===== config.mk =====
export PLATFORM = sky130hd
export DESIGN_NAME = onchip_s2_arbiter
export DESIGN_NICKNAME = d
export VERILOG_FILES = /design/src/rtl/onchip_s2_pkg.sv /design/src/rtl/onchip_s2_arbiter_rr.sv /design/src/rtl/onchip_s2_arbiter.sv
export SDC_FILE = /design/constraint.sdc
export NUM_CORES = 1
export LEC_CHECK = 0
export CORE_AREA = 2 2 128 130
export DETAILED_ROUTE_END_ITERATION = 10
export DIE_AREA = 0 0 130 132
export PLACE_DENSITY = 0.66
export SYNTH_ARGS = -nofsm -noshare
export SYNTH_HDL_FRONTEND = slang
export SYNTH_HIERARCHICAL = 1
export SYNTH_SLANG_ARGS = --single-unit

===== constraint.sdc =====
create_clock -name clk -period 5.4 [get_ports clk]
set_input_delay 1.08 -clock clk [delete_from_list [all_inputs] [get_ports clk]]
set_output_delay 1.08 -clock clk [all_outputs]
set_load 0.05 [all_outputs]

===== src/rtl/onchip_s2_pkg.sv =====
// Shared constants, index-width helper and tag-stage type for the s2 arbiter.
package onchip_s2_pkg;

  localparam int unsigned MAX_REQ   = 8;
  localparam int unsigned MAX_IDX_W = 3;

  // Index width for n requesters, never less than 1 bit.
  function automatic int unsigned clog2_req(input int unsigned n);
    int unsigned w;
    w = 1;
    while ((32'd1 << w) < n) w = w + 1;
    return w;
  endfunction

  typedef struct packed {
    logic                 valid;
    logic [MAX_IDX_W-1:0] idx;
  } tag_t;

endpackage


===== src/rtl/onchip_s2_arbiter_rr.sv =====
// Combinational round-robin arbiter: rotate requests so the search starts
// just after ptr, pick the lowest set bit, rotate the winner back.
module rr_arbiter
  import onchip_s2_pkg::*;
#(
  parameter  int unsigned NUM_REQ = 4,
  localparam int unsigned IDX_W   = clog2_req(NUM_REQ)
) (
  input  logic [NUM_REQ-1:0] req,
  input  logic [IDX_W-1:0]   ptr,
  output logic [NUM_REQ-1:0] grant,
  output logic [IDX_W-1:0]   grant_idx,
  output logic               any
);

  logic [IDX_W-1:0]     start;
  logic [2*NUM_REQ-1:0] dbl;
  logic [NUM_REQ-1:0]   rot;
  int unsigned          first;
  int unsigned          sum;

  // Rotate, priority-encode, rotate back.
  always_comb begin
    start = (ptr == IDX_W'(NUM_REQ - 1)) ? '0 : ptr + IDX_W'(1);
    dbl   = {req, req} >> start;
    rot   = dbl[NUM_REQ-1:0];
    any   = |rot;
    first = 0;
    for (int unsigned j = NUM_REQ; j > 0; j--) begin
      if (rot[j-1]) first = j - 1;
    end
    sum = int'(start) + first;
    if (sum >= NUM_REQ) sum = sum - NUM_REQ;
    grant     = NUM_REQ'(any) << sum;
    grant_idx = IDX_W'(sum);
  end

endmodule


===== src/rtl/onchip_s2_arbiter.sv =====
// Round-robin sharing of the on-chip memory s2 port among NUM_REQ requesters,
// with registered s2 commands and fixed-latency read-response routing.
module onchip_s2_arbiter
  import onchip_s2_pkg::*;
#(
  parameter  int unsigned NUM_REQ      = 4,
  parameter  int unsigned ADDR_W       = 13,
  parameter  int unsigned DATA_W       = 32,
  parameter  int unsigned READ_LATENCY = 1,
  localparam int unsigned BE_W         = DATA_W / 8,
  localparam int unsigned IDX_W        = clog2_req(NUM_REQ)
) (
  input  logic                      clk,
  input  logic                      reset,
  input  logic [NUM_REQ-1:0]        req_valid,
  input  logic [NUM_REQ-1:0]        req_write,
  input  logic [NUM_REQ*ADDR_W-1:0] req_addr,
  input  logic [NUM_REQ*DATA_W-1:0] req_wdata,
  input  logic [NUM_REQ*BE_W-1:0]   req_be,
  output logic [NUM_REQ-1:0]        req_ack,
  output logic [NUM_REQ-1:0]        rsp_valid,
  output logic [DATA_W-1:0]         rsp_rdata,
  output logic [ADDR_W-1:0]         s2_address,
  output logic                      s2_chipselect,
  output logic                      s2_write,
  output logic [DATA_W-1:0]         s2_writedata,
  output logic [BE_W-1:0]           s2_byteenable,
  output logic                      s2_clken,
  input  logic [DATA_W-1:0]         s2_readdata
);

  logic [IDX_W-1:0]   rr_ptr;
  logic [NUM_REQ-1:0] grant;
  logic [IDX_W-1:0]   grant_idx;
  logic               grant_any;
  logic               granted;

  logic [ADDR_W-1:0]  sel_addr;
  logic [DATA_W-1:0]  sel_wdata;
  logic [BE_W-1:0]    sel_be;
  logic               sel_write;

  tag_t               cmd_tag;
  tag_t               tag_q [READ_LATENCY];

  rr_arbiter #(.NUM_REQ(NUM_REQ)) u_rr (
    .req       (req_valid),
    .ptr       (rr_ptr),
    .grant     (grant),
    .grant_idx (grant_idx),
    .any       (grant_any)
  );

  // Grants are suppressed while reset is asserted.
  always_comb begin
    req_ack = reset ? '0 : grant;
    granted = grant_any & ~reset;
  end

  // Select the granted requester's command fields.
  always_comb begin
    sel_addr  = '0;
    sel_wdata = '0;
    sel_be    = '0;
    sel_write = 1'b0;
    for (int unsigned i = 0; i < NUM_REQ; i++) begin
      if (grant_idx == IDX_W'(i)) begin
        sel_addr  = req_addr[i*ADDR_W +: ADDR_W];
        sel_wdata = req_wdata[i*DATA_W +: DATA_W];
        sel_be    = req_be[i*BE_W +: BE_W];
        sel_write = req_write[i];
      end
    end
  end

  // Round-robin pointer follows the last grant.
  always_ff @(posedge clk or posedge reset) begin
    if (reset) begin
      rr_ptr <= IDX_W'(NUM_REQ - 1);
    end else if (granted) begin
      rr_ptr <= grant_idx;
    end
  end

  // s2 command registers; cmd_tag tracks the read on the bus this cycle so
  // the tag pipeline below lines up with the memory's own readdata latency.
  always_ff @(posedge clk or posedge reset) begin
    if (reset) begin
      s2_address    <= '0;
      s2_chipselect <= 1'b0;
      s2_write      <= 1'b0;
      s2_writedata  <= '0;
      s2_byteenable <= '0;
      cmd_tag       <= '0;
    end else if (granted) begin
      s2_address    <= sel_addr;
      s2_chipselect <= 1'b1;
      s2_write      <= sel_write;
      s2_writedata  <= sel_wdata;
      s2_byteenable <= sel_be;
      cmd_tag.valid <= ~sel_write;
      cmd_tag.idx   <= MAX_IDX_W'(grant_idx);
    end else begin
      s2_chipselect <= 1'b0;
      s2_write      <= 1'b0;
      cmd_tag.valid <= 1'b0;
    end
  end

  // Read tag pipeline, READ_LATENCY stages after the command cycle.
  always_ff @(posedge clk or posedge reset) begin
    if (reset) begin
      for (int unsigned s = 0; s < READ_LATENCY; s++) tag_q[s] <= '0;
    end else begin
      tag_q[0] <= cmd_tag;
      for (int unsigned s = 1; s < READ_LATENCY; s++) tag_q[s] <= tag_q[s-1];
    end
  end

  // Route the response to its originating requester.
  always_comb begin
    rsp_valid = '0;
    for (int unsigned i = 0; i < NUM_REQ; i++) begin
      rsp_valid[i] = tag_q[READ_LATENCY-1].valid &&
                     (tag_q[READ_LATENCY-1].idx == MAX_IDX_W'(i));
    end
    rsp_rdata = s2_readdata;
    s2_clken  = 1'b1;
  end

endmodule

==> results.md <==
- # rows: 46
- Core Box Area: 15710 µm²
- Setup TNS: 0 ns
- Hold endpoint: tag_q[3]
- Final period util: 0.9553
- Grt met1 use: 0.1591
- Count of different cell masters after synthesis: 35
- Launch point of the worst hold path: cmd_tag[3]
- Peak supply drop: 0.9343 mV
- Worst-skew pair later-pin latency: 0.32 ns
- CTS Hold Buffers Added: 0
- Detailed-route DRC error count: 0
- CP Launch Type: input pin
- Internal reg-to-reg setup slack: 2.10 ns
- CTS H-tree lvls: 3
- Final hold viol count: 0
- GR Util met3: 0.05722
- R2R depth: 8
- WP buf/inv: 3
- Post-CTS setup buffer count: 0
- Antenna-violating nets left: 0
- Tot GR Track Use: 0.1491
- Share of cells above drive strength 1: 0.2601
- Final core utilization: 0.4429
- FILL cells: 1439
- Initial antenna violation count: 3
- Slew Limit Fails: 0
- Power Density: between 700 and 800 nW/µm²
- Crit path max-delay family: buffers and inverters
- Hold Path Depth: 0
- Highest achievable clock rate: 193.8 MHz
- Max-cap violations: 0
- Syn Nets: 501
- CTS tree: built
- Nets: 732
- Clock transition at path regs: roughly 0.050 ns
- Clock Skew: 0.004073 ns
- Post-synthesis cell area: 4130 µm²
- Synth cell count leaders: dfrtp_1 (57), mux4_2 (48), mux2_4 (47)
- Iteration-0 DRC Markers: between 90 and 100
- RSZ-0062 raised after global routing: no
- Critical path's most frequent cell: nor2b_1
- Crit-path max FO: 7
- Worst-Margin Slew: 0.7549 ns
- Reg2reg end: s2_writedata[8]
- Yosys top cell by area: dfrtp_1
- Vias after detailed routing: 3263
- Hold WC Path Type: flip-flop to flip-flop
- Routed wire per std cell: ~18 µm
- Die height: 132 µm
- GR peak layer: met2
- Crit end category: primary output
- Maximum root-to-sink buffer count: 2
- Final Critical Period: 5.159 ns
- R2r startpoint: rr_ptr[0]
- Top-area cell type share of the netlist area: 0.3453
- Synth async-reset ratio: 1.000
- Die Wd: 130 µm
- Req. time, crit path: 4.32 ns
- Antenna diode count: 0
- Drt pass-1 iters: 4
- Clock root cell: clkbuf_16
- Stages on the worst setup path: 11
- Synth warn: 6
- Worst path max stage delay: a little over 0.8 ns
- Synthesized area per cell: 15.82 µm²
- Rel. slew slack: 0.4967
- Global-route met2 utilization: 0.2656
- Total grt overflow: 0
- Initial Util: 0.2629
- Detailed Place HPWL: 10.00 mm
- Post-CTS sizing: 0
- CTS Buf Count: 9
- Die area: 17160 µm²
- Critical setup path kind: input pin to primary output
- Critical-path cell list: clkdlybuf4s50_1 -> nor2b_1 -> a21oi_1 -> o2bb2ai_1 -> o21a_1 -> ha_4 -> inv_1 -> o32ai_1 -> nor2b_1 -> nor2b_1 -> clkdlybuf4s50_1
- First-pass GRT wire length: 19.72 mm
- Clk sinks: 59
- Synthesis-to-layout area growth: 68.49%
- Seq/Total Area, Yosys: 0.3581
- CP max stage cell: clkdlybuf4s50_1
- Vias per cell: 4.583
- Synthesized flop and latch total: 59
- DRT Wirelength: about 13 mm
- GP Congestion: 0.7315
- Worst EP arrival: 4.08 ns
- Most numerous cell in the Yosys netlist: dfrtp_1
- Synth area leaders: dfrtp_1 (35%), mux4_2 (26%), mux2_4 (17%), buf_4 (6.9%), buf_12 (2.4%)
- Number of top-level pins: 330
- Port Buffers: roughly 260
- Largest net degree at the start of global routing: 60
- EDFF count, synth: 0
- Setup-failing EPs final: 0
- Status: completed
- Vias in the first global route: 3679
- Most used DFF post-synth: dfrtp_1
- Leakage power: 0.002759 µW
- Post-Synthesis Cells: approximately 260
-- metrics by stage --
| step | power [µW] | worst slack [ns] | area [µm²] | hold slack [ns] | cells |
|---|---|---|---|---|---|
| 2_1_floorplan | 4191 | 1.401 | 4130 | 0.3312 | 261 |
| 3_3_place_gp | 4878 | 0.5073 | 6679 | 0.3362 | 697 |
| 3_5_place_dp | 4940 | 0.3853 | 6679 | 0.3403 | 697 |
| 4_1_cts | 5508 | 0.3477 | 6959 | 0.3518 | 712 |
| 5_1_grt | 5759 | 0.1838 | 6959 | 0.3559 | 712 |
| 6_report | 5398 | 0.2413 | 6959 | 0.3493 | 712 |
-- logic make-up (layout without fill, tap and decap cells) --
kind of cell	Yosys count	in the layout	synth area share
multiplexers	103	103	0.4617
flip-flops	59	59	0.3581
buffers and inverters	54	289	0.1066
AND/OR/NAND/NOR	27	27	0.03787
AO/OA/AOI/OAI	13	13	0.02393
adder cells (fa/ha/maj)	3	3	0.008784
other	1	1	0.0009079
XOR/XNOR	1	1	0.002121
-- state kept, by name, indices dropped and copies added, names as in the netlist --
register / cells
s2_byteenable: 4
s2_address: 13
s2_writedata: 32
s2_chipselect: 1
rr_ptr: 2
s2_write: 1
cmd_tag: 3
tag_q: 3
-- area by class of cell --
class,count,area [µm²],area share
clock buffers,13,270.3,0.03883
clock inverters,2,10.01,0.001438
inverters,4,16.27,0.002337
multi-input cells,148,2231,0.3206
flip-flops and latches,59,1479,0.2125
well taps,216,270.3,0.03883
repair buffers,270,2683,0.3855
-- layout by cell type, fill, tap and decap left out, types with 2 or more instances in the layout --
cell type / synthesis / layout
a21oi_1: 2 / 2
and2_1: 3 / 3
buf_4: 38 / 8
clkbuf_16: 0 / 9
clkbuf_8: 0 / 3
clkdlybuf4s50_1: 0 / 262
clkinv_2: 0 / 3
dfrtp_1: 57 / 57
dfstp_2: 2 / 2
inv_1: 3 / 2
mux2_2: 5 / 5
mux2_4: 47 / 47
mux4_1: 2 / 2
mux4_2: 48 / 48
nand2_1: 4 / 4
nand2b_1: 2 / 2
nor2_1: 3 / 3
nor2b_1: 8 / 8
nor3b_1: 3 / 3
o21a_1: 3 / 3
o31a_1: 2 / 2
o31ai_1: 2 / 2
o32ai_1: 2 / 2
-- per-layer routing --
metal | share of wire | routed length (µm)
met1 | 0.37 | 4691
met2 | 0.51 | 6564
met3 | 0.096 | 1232
met4 | 0.023 | 294
met5 | 0.0029 | 37
-- worst max path at each step --
| stage | start | endpoint |
|---|---|---|
| 2_1_floorplan | req_valid[0] | req_ack[2] |
| 3_3_place_gp | req_valid[3] | req_ack[2] |
| 3_5_place_dp | req_valid[3] | req_ack[2] |
| 4_1_cts | req_valid[3] | req_ack[2] |
| 5_1_grt | req_valid[3] | req_ack[2] |
| 6_report | req_valid[3] | req_ack[2] |
-- power by group --
group          switching, µW  internal (µW)  total [µW]
clock                    184            343         528
combinational           1950           2090        4050
sequential               128            696         824
Power figures use the tool's default switching activity.
